<file path="src/rtl/axis_bus_pkg.sv">
// Shared constants, state encoding and select-code helper for the stream bus arbiter.
package axis_bus_pkg;

    localparam int unsigned N_PORTS_DEF   = 14;
    localparam int unsigned TIMEOUT_DEF   = 256;
    localparam int unsigned SEL_W         = 8;
    localparam int unsigned PKT_CNT_W     = 16;

    localparam logic [SEL_W-1:0] SEL_BASE_DEF    = 8'd128;
    localparam logic [SEL_W-1:0] NON_FIFO_CHOOSE = 8'd0;

    // Arbiter FSM encoding
    typedef logic [0:0] state_t;
    localparam state_t IDLE = 1'b0;
    localparam state_t XFER = 1'b1;

    // Mux select code for a port index; callers keep base+idx below 256
    function automatic logic [SEL_W-1:0] sel_code(input logic [SEL_W-1:0] base,
                                                  input logic [SEL_W-1:0] idx);
        return base + idx;
    endfunction

endpackage

</file>
<file path="src/rtl/axis_bus_arbiter_if.sv">
// Arbiter-side view of the FIFO request lines, mux handshake and status outputs.
interface axis_bus_arbiter_if
    import axis_bus_pkg::*;
#(
    parameter int unsigned N_PORTS = N_PORTS_DEF
);

    logic [N_PORTS-1:0]   fifo_req;
    logic                 mux_tvalid;
    logic                 mux_tlast;
    logic                 out_tready;
    logic [SEL_W-1:0]     bus_sel;
    logic [N_PORTS-1:0]   fifo_tready;
    logic                 busy;
    logic                 timeout_err;
    logic [PKT_CNT_W-1:0] pkt_cnt;

    modport master (
        input  fifo_req,
        input  mux_tvalid,
        input  mux_tlast,
        input  out_tready,
        output bus_sel,
        output fifo_tready,
        output busy,
        output timeout_err,
        output pkt_cnt
    );

    modport slave (
        output fifo_req,
        output mux_tvalid,
        output mux_tlast,
        output out_tready,
        input  bus_sel,
        input  fifo_tready,
        input  busy,
        input  timeout_err,
        input  pkt_cnt
    );

endinterface

</file>
<file path="src/rtl/axis_bus_arbiter_rr_pick.sv">
// Combinational round-robin priority encoder: first requester after 'last', wrapping.
module rr_pick #(
    parameter int unsigned N_PORTS = 14,
    parameter int unsigned IDX_W   = 4
) (
    input  logic [N_PORTS-1:0] req,
    input  logic [IDX_W-1:0]   last,
    output logic [IDX_W-1:0]   idx,
    output logic               valid
);

    // Scan from the farthest offset down so the nearest requester after 'last' wins
    always_comb begin
        idx   = '0;
        valid = 1'b0;
        for (int unsigned i = N_PORTS; i >= 1; i--) begin
            if (req[IDX_W'((32'(last) + i) % N_PORTS)]) begin
                idx   = IDX_W'((32'(last) + i) % N_PORTS);
                valid = 1'b1;
            end
        end
    end

endmodule

</file>
<file path="src/rtl/axis_bus_arbiter.sv">
// Packet-granular round-robin arbiter driving the select code of a FIFO-to-stream mux.
module axis_bus_arbiter
    import axis_bus_pkg::*;
#(
    parameter int unsigned      N_PORTS  = N_PORTS_DEF,
    parameter logic [SEL_W-1:0] SEL_BASE = SEL_BASE_DEF,
    parameter int unsigned      TIMEOUT  = TIMEOUT_DEF
) (
    input logic                clk,
    input logic                rst_n,
    axis_bus_arbiter_if.master bus
);

    localparam int unsigned IDX_W = (N_PORTS > 1) ? $clog2(N_PORTS) : 1;
    localparam int unsigned CNT_W = (TIMEOUT > 1) ? $clog2(TIMEOUT) : 1;

    localparam logic [CNT_W-1:0] CNT_LAST = CNT_W'(TIMEOUT - 1);
    localparam logic [IDX_W-1:0] LAST_RST = IDX_W'(N_PORTS - 1);

    state_t               state_q, state_d;
    logic [IDX_W-1:0]     grant_q, grant_d;
    logic [IDX_W-1:0]     last_q, last_d;
    logic [CNT_W-1:0]     cnt_q, cnt_d;
    logic [PKT_CNT_W-1:0] pkt_q, pkt_d;
    logic [SEL_W-1:0]     sel_q, sel_d;
    logic                 busy_q, busy_d;
    logic                 tmo_q, tmo_d;
    logic                 armed_q;

    logic [IDX_W-1:0]     pick_idx;
    logic                 pick_valid;
    logic                 beat;
    logic [N_PORTS-1:0]   ready;

    rr_pick #(
        .N_PORTS (N_PORTS),
        .IDX_W   (IDX_W)
    ) u_rr_pick (
        .req   (bus.fifo_req),
        .last  (last_q),
        .idx   (pick_idx),
        .valid (pick_valid)
    );

    assign beat = (state_q == XFER) && bus.mux_tvalid && bus.out_tready;

    // Next state: grant from IDLE, end packet on tlast beat, abort on idle expiry
    always_comb begin
        state_d = state_q;
        grant_d = grant_q;
        last_d  = last_q;
        cnt_d   = cnt_q;
        pkt_d   = pkt_q;
        sel_d   = sel_q;
        busy_d  = busy_q;
        tmo_d   = 1'b0;

        case (state_q)
            IDLE: begin
                sel_d  = NON_FIFO_CHOOSE;
                busy_d = 1'b0;
                if (armed_q && pick_valid) begin
                    state_d = XFER;
                    grant_d = pick_idx;
                    cnt_d   = '0;
                    sel_d   = sel_code(SEL_BASE, SEL_W'(pick_idx));
                    busy_d  = 1'b1;
                end
            end
            XFER: begin
                if (beat) begin
                    cnt_d = '0;
                    if (bus.mux_tlast) begin
                        state_d = IDLE;
                        last_d  = grant_q;
                        pkt_d   = pkt_q + PKT_CNT_W'(1);
                        sel_d   = NON_FIFO_CHOOSE;
                        busy_d  = 1'b0;
                    end
                end else if (cnt_q == CNT_LAST) begin
                    state_d = IDLE;
                    last_d  = grant_q;
                    cnt_d   = '0;
                    sel_d   = NON_FIFO_CHOOSE;
                    busy_d  = 1'b0;
                    tmo_d   = 1'b1;
                end else begin
                    cnt_d = cnt_q + CNT_W'(1);
                end
            end
            default: begin
                state_d = IDLE;
                sel_d   = NON_FIFO_CHOOSE;
                busy_d  = 1'b0;
            end
        endcase
    end

    // State and registered outputs; armed_q blocks a grant on the first edge after reset
    always_ff @(posedge clk or negedge rst_n) begin
        if (!rst_n) begin
            state_q <= IDLE;
            grant_q <= '0;
            last_q  <= LAST_RST;
            cnt_q   <= '0;
            pkt_q   <= '0;
            sel_q   <= NON_FIFO_CHOOSE;
            busy_q  <= 1'b0;
            tmo_q   <= 1'b0;
            armed_q <= 1'b0;
        end else begin
            state_q <= state_d;
            grant_q <= grant_d;
            last_q  <= last_d;
            cnt_q   <= cnt_d;
            pkt_q   <= pkt_d;
            sel_q   <= sel_d;
            busy_q  <= busy_d;
            tmo_q   <= tmo_d;
            armed_q <= 1'b1;
        end
    end

    // Route downstream ready to the granted FIFO only
    always_comb begin
        ready = '0;
        if (state_q == XFER) begin
            ready[grant_q] = bus.out_tready;
        end
    end

    assign bus.fifo_tready = ready;
    assign bus.bus_sel     = sel_q;
    assign bus.busy        = busy_q;
    assign bus.timeout_err = tmo_q;
    assign bus.pkt_cnt     = pkt_q;

endmodule

</file>
<file path="src/flat_wrapper.sv">
// flat-port wrapper written by rule: the top's interface ports become plain ports
module axis_bus_arbiter_flat import axis_bus_pkg::*;
#(
    parameter int unsigned      N_PORTS  = N_PORTS_DEF,
    parameter logic [SEL_W-1:0] SEL_BASE = SEL_BASE_DEF,
    parameter int unsigned      TIMEOUT  = TIMEOUT_DEF
)
  (clk, rst_n, bus_fifo_req, bus_mux_tvalid, bus_mux_tlast, bus_out_tready, bus_bus_sel, bus_fifo_tready, bus_busy, bus_timeout_err, bus_pkt_cnt);
  axis_bus_arbiter_if #(.N_PORTS(N_PORTS)) bus_i ();
  input logic clk;
  input logic rst_n;
  input wire logic [$bits(bus_i.fifo_req)-1:0] bus_fifo_req;
  input wire logic [$bits(bus_i.mux_tvalid)-1:0] bus_mux_tvalid;
  input wire logic [$bits(bus_i.mux_tlast)-1:0] bus_mux_tlast;
  input wire logic [$bits(bus_i.out_tready)-1:0] bus_out_tready;
  output wire logic [$bits(bus_i.bus_sel)-1:0] bus_bus_sel;
  output wire logic [$bits(bus_i.fifo_tready)-1:0] bus_fifo_tready;
  output wire logic [$bits(bus_i.busy)-1:0] bus_busy;
  output wire logic [$bits(bus_i.timeout_err)-1:0] bus_timeout_err;
  output wire logic [$bits(bus_i.pkt_cnt)-1:0] bus_pkt_cnt;
  assign bus_i.fifo_req = bus_fifo_req;
  assign bus_i.mux_tvalid = bus_mux_tvalid;
  assign bus_i.mux_tlast = bus_mux_tlast;
  assign bus_i.out_tready = bus_out_tready;
  assign bus_bus_sel = bus_i.bus_sel;
  assign bus_fifo_tready = bus_i.fifo_tready;
  assign bus_busy = bus_i.busy;
  assign bus_timeout_err = bus_i.timeout_err;
  assign bus_pkt_cnt = bus_i.pkt_cnt;
  axis_bus_arbiter #(.N_PORTS(N_PORTS), .SEL_BASE(SEL_BASE), .TIMEOUT(TIMEOUT)) u_core (.clk(clk), .rst_n(rst_n), .bus(bus_i));
endmodule
</file>
<file path="config.mk">
export PLATFORM = sky130hd
export DESIGN_NAME = axis_bus_arbiter_flat
export DESIGN_NICKNAME = d
export VERILOG_FILES = /design/src/rtl/axis_bus_pkg.sv /design/src/rtl/axis_bus_arbiter_if.sv /design/src/rtl/axis_bus_arbiter_rr_pick.sv /design/src/rtl/axis_bus_arbiter.sv /design/src/flat_wrapper.sv
export SDC_FILE = /design/constraint.sdc
export NUM_CORES = 1
export LEC_CHECK = 0
export CORE_ASPECT_RATIO = 0.8
export CORE_UTILIZATION = 25
export DETAILED_ROUTE_END_ITERATION = 8
export MAX_ROUTING_LAYER = met4
export PLACE_DENSITY = 0.49
export SYNTH_ARGS = -nofsm -noshare
export SYNTH_HDL_FRONTEND = slang
export SYNTH_SLANG_ARGS = --single-unit
</file>
<file path="constraint.sdc">
create_clock -name clk -period 6.5 [get_ports clk]
set_input_delay 1.3 -clock clk [delete_from_list [all_inputs] [get_ports clk]]
set_output_delay 1.3 -clock clk [all_outputs]
set_load 0.01 [all_outputs]
</file>
==> results of run 1 <==
[stage by stage]
stage	utilization, %	hold slack (ns)	instances	instance area, um2
global placement	28.4	0.462	1439	8610
detailed placement	28.4	0.466	1439	8610
finish	28.8	0.469	1446	8740
global route	28.8	0.499	1446	8740
floorplan	-	0.463	1007	7700
CTS	28.8	0.473	1446	8740
[cell usage in the layout, fill, tap and decap left out, types with 6 or more instances in the layout]
cell type and n:
nand2_1 88, nor2_1 75, a21oi_1 73, clkdlybuf4s50_1 54
o21ai_0 50, mux2i_1 48, ha_1 44, nand3_1 42
dfrtp_1 37, inv_1 35, mux2_2 27, xnor2_1 25
nand2b_1 18, nor3_1 18, buf_4 18, a211oi_1 17
nor2b_1 16, o211ai_1 16, and3_1 15, a31oi_1 15
a21o_1 13, nand4_1 13, o21ai_1 12, a211o_1 12
o21a_1 12, o221ai_1 11, nor4_1 9, and2_1 9
or2_2 9, xor2_1 9, o22ai_1 7, a22oi_1 6
a221oi_1 6, o2111ai_1 6, o31ai_1 6
[cell families (layout without fill, tap and decap cells)]
family                     count (synthesis)  in the layout  synth area share (%)
DFF                                       40             40                  13.1
xor gates and xnor gates                  40             40                  5.14
other                                      2              4                0.0976
adders and majority gates                 44             44                  7.15
buffers and inverters                     94            120                  5.80
and+or+nand+nor                          357            357                  24.0
muxes                                     79             79                  11.2
AOI/OAI and AO/OA                        349            349                  33.5
[state kept, by name (all words and copies together) (netlist names)]
| register | cells |
|---|---|
| u_core.state_q | 1 |
| u_core.bus.timeout_err | 1 |
| u_core.armed_q | 1 |
| u_core.last_q | 4 |
| u_core.cnt_q | 8 |
| u_core.bus.pkt_cnt | 16 |
| u_core.bus.bus_sel | 5 |
| u_core.grant_q | 4 |
[cell type report]
class / count / area, um2 / share of cell area, %
Inverter: 40 / 150 / 1.72
Timing Repair Buffer: 73 / 681 / 7.78
Clock inverter: 2 / 12.5 / 0.143
Clock buffer: 5 / 125 / 1.43
Multi-Input combinational cell: 873 / 6250 / 71.5
Sequential cell: 40 / 1000 / 11.5
Tap cell: 413 / 517 / 5.91
[layer usage]
metal	part of all wire, %	GRT usage (%)	routed length, um	up-vias
met1	49	27.3	14100	3907
met2	42	25.9	11800	334
met3	8.0	3.20	2260	19
li1	-	-	-	3890
met4	1.0	2.75	288	0
met5	0	-	0	-
[critical path, cell delays in order, from the launching register on]
cell,delay (ns)
dfrtp_1,0.62
ha_1,0.95
a21oi_1,0.21
a22oi_1,0.40
ha_1,0.31
nor2b_1,0.25
o221ai_1,0.24
a22oi_1,0.30
o22a_1,0.52
mux2_2,0.41
o32ai_2,0.30
nand4_1,0.23
nor4_1,0.35
o21ai_0,0.14
o21ai_1,0.22
o21ai_1,0.08
[worst min-delay path by stage]
stage | slack (ns) | startpoint | endpoint
2_1_floorplan | 0.46 | u_core.cnt_q[4] | u_core.cnt_q[4]
3_3_place_gp | 0.46 | u_core.bus.pkt_cnt[15] | u_core.bus.pkt_cnt[15]
3_5_place_dp | 0.47 | u_core.bus.pkt_cnt[15] | u_core.bus.pkt_cnt[15]
4_1_cts | 0.47 | u_core.bus.pkt_cnt[15] | u_core.bus.pkt_cnt[15]
5_1_grt | 0.50 | u_core.bus.pkt_cnt[15] | u_core.bus.pkt_cnt[15]
6_report | 0.47 | u_core.bus.pkt_cnt[15] | u_core.bus.pkt_cnt[15]
==> impl_metrics.py, run 1 <==
metrics = {
    "die": {
        "die_x_um": 198,
        "die_h_um": 159,
        "fp.coreArea_mm2": 0.0303,
        "start_util_pct": 25.4,
        "io_pins": 59,
        "dieArea_mm2": 0.0315,
        "core.rowCount": 57,
    },
    "logic_synthesis": {
        "synth_edf_count": 0,
        "synthTopCellsByArea": "dfrtp_1 (12%), ha_1 (7.2%), mux2i_1 (6.2%), a21oi_1 (4.7%), nand2_1 (4.3%)",
        "ys_types": 113,
        "synth-seq-cells": 40,
        "synth_ff_type": "dfrtp_1",
        "async_reset_ff_share_pct": 100,
        "synth_area_leader_cell": "dfrtp_1",
        "netlist_area_mm2": 0.00770,
        "synth_top_area_share_pct": 12.0,
        "ys_seq_area_share_pct": 13.1,
        "synth_commonest_cells": "nand2_1 (88), nor2_1 (75), a21oi_1 (73)",
        "avgSynthCellArea_um2": 7.66,
        "yosys_warnings": 0,
        "yosysMostFrequentCell": "nand2_1",
        "synthCells": 1005,
    },
    "min_path": {
        "worst_hold_path_type": "reg -> reg",
        "hold_depth": 1,
    },
    "cells_and_area": {
        "layout.nets": 1096,
        "antenna_cells": 0,
        "nFillCells": 3226,
        "drive_gt1_share_pct": 11.5,
        "syn2layout_area_growth_pct": 13.6,
    },
    "place": {
        "routabilityCongestion": 0.984,
        "hpwl_um": 22400,
        "io_buffers": 55,
        "post-place-ws_ns": 1.01,
    },
    "setup_path": {
        "cp.required_ns": 6.65,
        "path_class": "reg -> reg",
        "r2r-end": "u_core.bus.bus_sel[2]",
        "r2r_slack_ns": 0.83,
        "r2r_cells": 15,
        "crit_path_end_kind": "register",
        "worst_ep_arrival_time_ns": 5.82,
        "start_kind": "register",
        "worstSetupStartpoint": "u_core.last_q[1]",
        "crit_path_end": "u_core.bus.bus_sel[2]",
        "reg2reg_from": "u_core.last_q[1]",
        "worst-path-max-fanout": 24,
    },
    "clock_tree": {
        "postCtsResizedCells": 0,
        "tritoncts": "done",
        "clk_latency_ns": 0.29,
        "clk_path_buf_depth": 2,
        "clockRootBuffer": "clkbuf_16",
        "cts_setup_buffers": 0,
        "clkTransAtPathRegs_ns": 0.07,
        "numCtsBuffers": 5,
        "ctsHoldBuffers": 0,
        "cts_max_level": 2,
        "clock_sinks": 40,
    },
    "timing": {
        "fmax_mhz": 176,
        "relSlewSlack_pct": 26.8,
        "rsz0062_at_grt": "no",
        "fin_crit_ns": 5.67,
        "setup_viol": 0,
        "fin_ws_ns": 0.828,
        "maxSlewViolCount": 0,
        "clock_skew_ns": 0.00824,
        "post-route-period-util_pct": 87.3,
        "worst_pin_slew_ns": 1.07,
        "setup_tns_ns": 0,
        "report.final.hold_viol_count": 0,
    },
    "routing": {
        "vias_per_cell": 5.64,
        "vias": 8150,
        "drt_iter0_markers": 839,
        "wire_per_inst_um": 19.7,
        "antenna_left": 0,
        "drcViolationCount": 0,
        "wl_um": 28400,
        "firstDrtPassIters": 6,
    },
    "grt": {
        "overflow": 0,
        "grt_pass1_wl_um": 44200,
        "grt_pass1_vias": 7468,
        "grt_use_total_pct": 18.4,
        "antenna_found_initial": 0,
        "grt_max_degree": 42,
    },
    "job": {
        "cap_viol_max_count": 0,
    },
    "status": {
        "status": "finished clean",
    },
}
Power of run 1 is not shown: default switching activity piles up to over one toggle a cycle in this logic, so the estimate is an artifact.
==> run 2: changes to the inputs <==
GPL_TIMING_DRIVEN = 0   (was not set)
TNS_END_PERCENT = 50   (was not set)
==> impl_metrics.py, run 2 (synthesized netlist as in run 1, its figures left out) <==
metrics = {
    "status": {
        "status": "finished clean",
    },
    "setup_path": {
        "start_kind": "register",
        "reg2reg_from": "u_core.last_q[1]",
        "crit_path_end_kind": "register",
        "worst_ep_arrival_time_ns": 6.47,
        "r2r_cells": 19,
        "r2r-end": "u_core.grant_q[2]",
        "cp.required_ns": 6.66,
        "r2r_slack_ns": 0.19,
        "worst-path-max-fanout": 10,
        "path_class": "reg -> reg",
    },
    "cells_and_area": {
        "fin_cells": 1481,
        "syn2layout_area_growth_pct": 16.7,
        "final_cell_mix": "nand2_1 (88), nor2_1 (75), a21oi_1 (72), clkdlybuf4s50_1 (54), o21ai_0 (50)",
        "layout.cells.most_common": "nand2_1",
        "antenna_cells": 0,
        "layout.nets": 1130,
        "design_area_mm2": 0.00898,
        "drive_gt1_share_pct": 13.5,
        "largest_reg_flops": 16,
    },
    "place": {
        "hpwl_um": 23900,
        "dp_cells": 1476,
        "routabilityCongestion": 0.952,
        "io_buffers": 55,
        "dpl_cell_area_mm2": 0.00879,
        "post-place-ws_ns": -0.330,
    },
    "routing": {
        "wl_um": 29600,
        "drcViolationCount": 0,
        "firstDrtPassIters": 5,
        "wire_per_inst_um": 20.0,
        "antenna_left": 0,
        "vias": 8325,
        "drt_iter0_markers": 778,
        "vias_per_cell": 5.62,
    },
    "timing": {
        "fmax_mhz": 159,
        "maxSlewViolCount": 0,
        "report.final.hold_viol_count": 0,
        "post-route-period-util_pct": 97.0,
        "setup_tns_ns": 0,
        "relSlewSlack_pct": 24.4,
        "fin_crit_ns": 6.31,
        "setup_viol": 0,
        "fin_ws_ns": 0.194,
        "clock_skew_ns": 0.00565,
        "rsz0062_at_grt": "no",
        "worst_pin_slew_ns": 1.10,
    },
    "die": {
        "core.rowCount": 57,
        "fp.coreArea_mm2": 0.0303,
        "io_pins": 59,
        "die_h_um": 159,
        "start_util_pct": 25.4,
        "dieArea_mm2": 0.0315,
        "die_x_um": 198,
    },
    "grt": {
        "antenna_found_initial": 0,
        "grt_pass1_vias": 7728,
        "grt_pass1_wl_um": 46100,
        "overflow": 0,
        "grt_max_degree": 39,
        "grt_use_total_pct": 19.2,
    },
    "clock_tree": {
        "numCtsBuffers": 5,
        "cts_max_level": 2,
        "clk_latency_ns": 0.29,
        "tritoncts": "done",
        "ctsHoldBuffers": 0,
        "clk_path_buf_depth": 2,
        "clkTransAtPathRegs_ns": 0.06,
        "clockRootBuffer": "clkbuf_16",
        "clock_sinks": 40,
    },
    "min_path": {
        "hold_depth": 1,
        "worst_hold_path_type": "reg -> reg",
        "worstHoldStart": "u_core.bus.pkt_cnt[15]",
        "holdPathEnd": "u_core.bus.pkt_cnt[15]",
    },
    "job": {
        "cap_viol_max_count": 0,
    },
}
-- run 2: cell count changes in the layout (fill, tap and decap cells not counted), moves of 3 or more --
cell / change
buf_2: +22
buf_4: -14
clkbuf_1: +14
buf_6: +6
clkbuf_2: +3
-- run 2: final cells by class --
cell class / count / area, um2
Multi-Input combinational cell: 873 / 6280
Inverter: 40 / 150
Tap cell: 413 / 517
Timing Repair Buffer: 56 / 566
Sequential cell: 40 / 1010
Buffer: 51 / 287
Clock buffer: 6 / 139
Clock inverter: 2 / 38.8
Fill cell: 3259 / 21300
-- run 2: critical path: stages (launching register included) --
cell and delay, ns:
dfrtp_2 0.50, buf_2 0.26, buf_2 0.29, clkbuf_2 0.28, clkbuf_2 0.33, inv_1 0.20
ha_1 0.28, buf_2 0.21, or2_2 0.36, a31oi_1 0.21, xnor2_1 0.16, ha_1 0.27
mux2i_1 0.64, mux2_2 0.45, mux2i_1 0.61, o32ai_1 0.27, nor4_1 0.37, o21ai_0 0.15
o21ai_1 0.22, a21oi_1 0.09
-- run 2: worst max path at each step --
stage                startpoint  slack [ns]  depth (start not counted)                     to
6_report       u_core.last_q[1]        0.19                         19      u_core.grant_q[2]
5_1_grt        u_core.last_q[1]        0.03                         19  u_core.bus.bus_sel[2]
4_1_cts        u_core.last_q[1]        0.03                         22      u_core.grant_q[3]
3_5_place_dp   u_core.last_q[1]       -0.33                         22      u_core.grant_q[3]
3_3_place_gp   u_core.last_q[1]       -0.40                         22      u_core.grant_q[3]
2_1_floorplan  u_core.last_q[1]        1.47                         23      u_core.grant_q[3]
-- run 2: metal layers --
metal  global-route usage, %  up-vias  share of wire (%)
met3                    3.50       26                8.0
met5                       -        -                  0
met4                    3.91        0                1.6
met1                    28.2     4055                 48
met2                    27.0      280                 42
li1                        -     3964                  -
-- run 2: repair_timing --
action                     in CTS  in global routing
setup endpoints to repair      18                 18
gates resized for setup         4                  7
buffers inserted                0                  0
-- run 2: stage by stage --
step	utilization, %	hold slack [ns]
finish	29.6	0.474
global route	29.6	0.506
CTS	29.6	0.484
detailed placement	29.0	0.476
global placement	28.9	0.462
floorplan	-	0.463
Power of run 2 is left out for the same reason.
==> run 3: changes to the inputs <==
CORE_MARGIN = 4   (was not set)
==> impl_metrics.py, run 3 (synthesized netlist as in run 1, its figures left out) <==
metrics = {
    "place": {
        "dp_cells": 1476,
        "io_buffers": 55,
        "routabilityCongestion": 0.964,
        "hpwl_um": 23800,
        "dpl_cell_area_mm2": 0.00879,
    },
    "min_path": {
        "holdPathEnd": "u_core.bus.pkt_cnt[15]",
        "hold_depth": 1,
        "worstHoldStart": "u_core.bus.pkt_cnt[15]",
        "worst_hold_path_type": "reg -> reg",
    },
    "timing": {
        "maxSlewViolCount": 0,
        "rsz0062_at_grt": "yes",
        "clock_skew_ns": 0.00550,
        "setup_viol": 0,
        "fin_crit_ns": 6.42,
        "worst_pin_slew_ns": 1.23,
        "post-route-period-util_pct": 98.7,
        "relSlewSlack_pct": 15.4,
        "fmax_mhz": 156,
        "setup_tns_ns": 0,
        "report.final.hold_viol_count": 0,
    },
    "routing": {
        "wl_um": 29700,
        "drcViolationCount": 0,
        "vias_per_cell": 5.68,
        "vias": 8408,
        "drt_iter0_markers": 1076,
        "antenna_left": 0,
        "wire_per_inst_um": 20.0,
        "firstDrtPassIters": 5,
    },
    "setup_path": {
        "r2r_slack_ns": 0.08,
        "worst_ep_arrival_time_ns": 6.57,
        "reg2reg_from": "u_core.last_q[1]",
        "max_stage_delay_ns": 0.69,
        "worst-path-max-fanout": 19,
        "path_class": "reg -> reg",
        "cp_cell_sequence": "buf_2 > buf_2 > clkbuf_2 > inv_1 > ha_1 > buf_2 > or2_2 > a31oi_1 > xnor2_1 > ha_1 > mux2i_1 > mux2_2 > mux2i_1 > o32ai_1 > nor4_1 > o21ai_0 > o21ai_1 > a21oi_1",
        "crit_path_end_kind": "register",
        "path_common_cell": "buf_2",
        "r2r_cells": 18,
        "r2r-end": "u_core.grant_q[2]",
        "slowest_stage": "mux2i_1",
        "cp.required_ns": 6.66,
        "worst-path-buf-inv": 5,
        "critPathTopFamily": "multiplexers",
        "worstSetupStartpoint": "u_core.last_q[1]",
        "start_kind": "register",
    },
    "cells_and_area": {
        "layout.cells.most_common": "nand2_1",
        "antenna_cells": 0,
        "fin_util_pct": 29.6,
        "nFillCells": 3300,
        "fin_cells": 1480,
        "drive_gt1_share_pct": 13.4,
        "largest_reg_flops": 16,
        "design_area_mm2": 0.00900,
        "multi_input_area_mm2": 0.00629,
        "ff_latch_area_mm2": 0.00100,
        "syn2layout_area_growth_pct": 16.9,
        "final_cell_mix": "nand2_1 (88), nor2_1 (75), a21oi_1 (72), clkdlybuf4s50_1 (54), o21ai_0 (50)",
        "layout.nets": 1130,
    },
    "clock_tree": {
        "cts_max_level": 2,
        "cts_setup_buffers": 0,
        "clk_latency_ns": 0.28,
        "clkTransAtPathRegs_ns": 0.06,
        "numCtsBuffers": 5,
        "tritoncts": "done",
        "clock_sinks": 40,
        "clockRootBuffer": "clkbuf_16",
        "ctsHoldBuffers": 0,
        "clk_path_buf_depth": 2,
    },
    "grt": {
        "overflow": 0,
        "grt_use_total_pct": 17.4,
        "grt_pass1_vias": 7735,
        "grt_max_degree": 38,
        "antenna_found_initial": 0,
        "grt_pass1_wl_um": 45500,
    },
    "die": {
        "start_util_pct": 25.3,
        "io_pins": 59,
        "die_h_um": 165,
        "fp.coreArea_mm2": 0.0304,
        "die_x_um": 204,
        "dieArea_mm2": 0.0337,
        "core.rowCount": 57,
    },
    "status": {
        "status": "finished clean",
    },
    "job": {
        "cap_viol_max_count": 0,
    },
}
run 3: through the flow:
| stage | setup WS (ns) | hold WS (ns) |
|---|---|---|
| floorplan | 1.47 | 0.463 |
| global placement | -0.405 | 0.464 |
| detailed placement | -0.285 | 0.469 |
| CTS | 0.0517 | 0.476 |
| global route | -0.0413 | 0.484 |
| finish | 0.0822 | 0.466 |
run 3: what timing repair did:
| item | CTS | global route |
|---|---|---|
| endpoints found under the setup margin | 18 | 18 |
| resized for setup | 3 | 9 |
| cloned | 0 | 0 |
run 3: cell type report:
type | count | area share (%)
multi-input cells | 873 | 69.9
flip-flops and latches | 40 | 11.2
repair buffers | 56 | 6.28
well taps | 413 | 5.74
plain buffers | 51 | 3.20
inverters | 40 | 1.67
clock buffers | 5 | 1.39
clock inverters | 2 | 0.667
run 3: routing by layer:
metal | global-route usage [%] | up-vias | part of all wire [%]
met1 | 25.4 | 4025 | 47
met4 | 3.38 | 0 | 2.1
met5 | - | - | 0
li1 | - | 3956 | -
met2 | 25.5 | 387 | 42
met3 | 2.73 | 40 | 9.0
run 3: how the worst max path moves through the flow:
stage,end,depth (start not counted)
CTS,u_core.grant_q[3],23
detailed placement,u_core.grant_q[3],22
floorplan,u_core.grant_q[3],23
global route,u_core.grant_q[3],22
finish,u_core.grant_q[2],18
global placement,u_core.grant_q[3],22
run 3: worst reg2reg max path, stage by stage, from the launching register on:
cell and delay (ns):
dfrtp_1 0.62, buf_2 0.30, buf_2 0.39, clkbuf_2 0.35
inv_1 0.19, ha_1 0.29, buf_2 0.22, or2_2 0.36
a31oi_1 0.21, xnor2_1 0.17, ha_1 0.27, mux2i_1 0.69
mux2_2 0.46, mux2i_1 0.63, o32ai_1 0.30, nor4_1 0.34
o21ai_0 0.14, o21ai_1 0.26, a21oi_1 0.11
Power of run 3 is left out for the same reason.
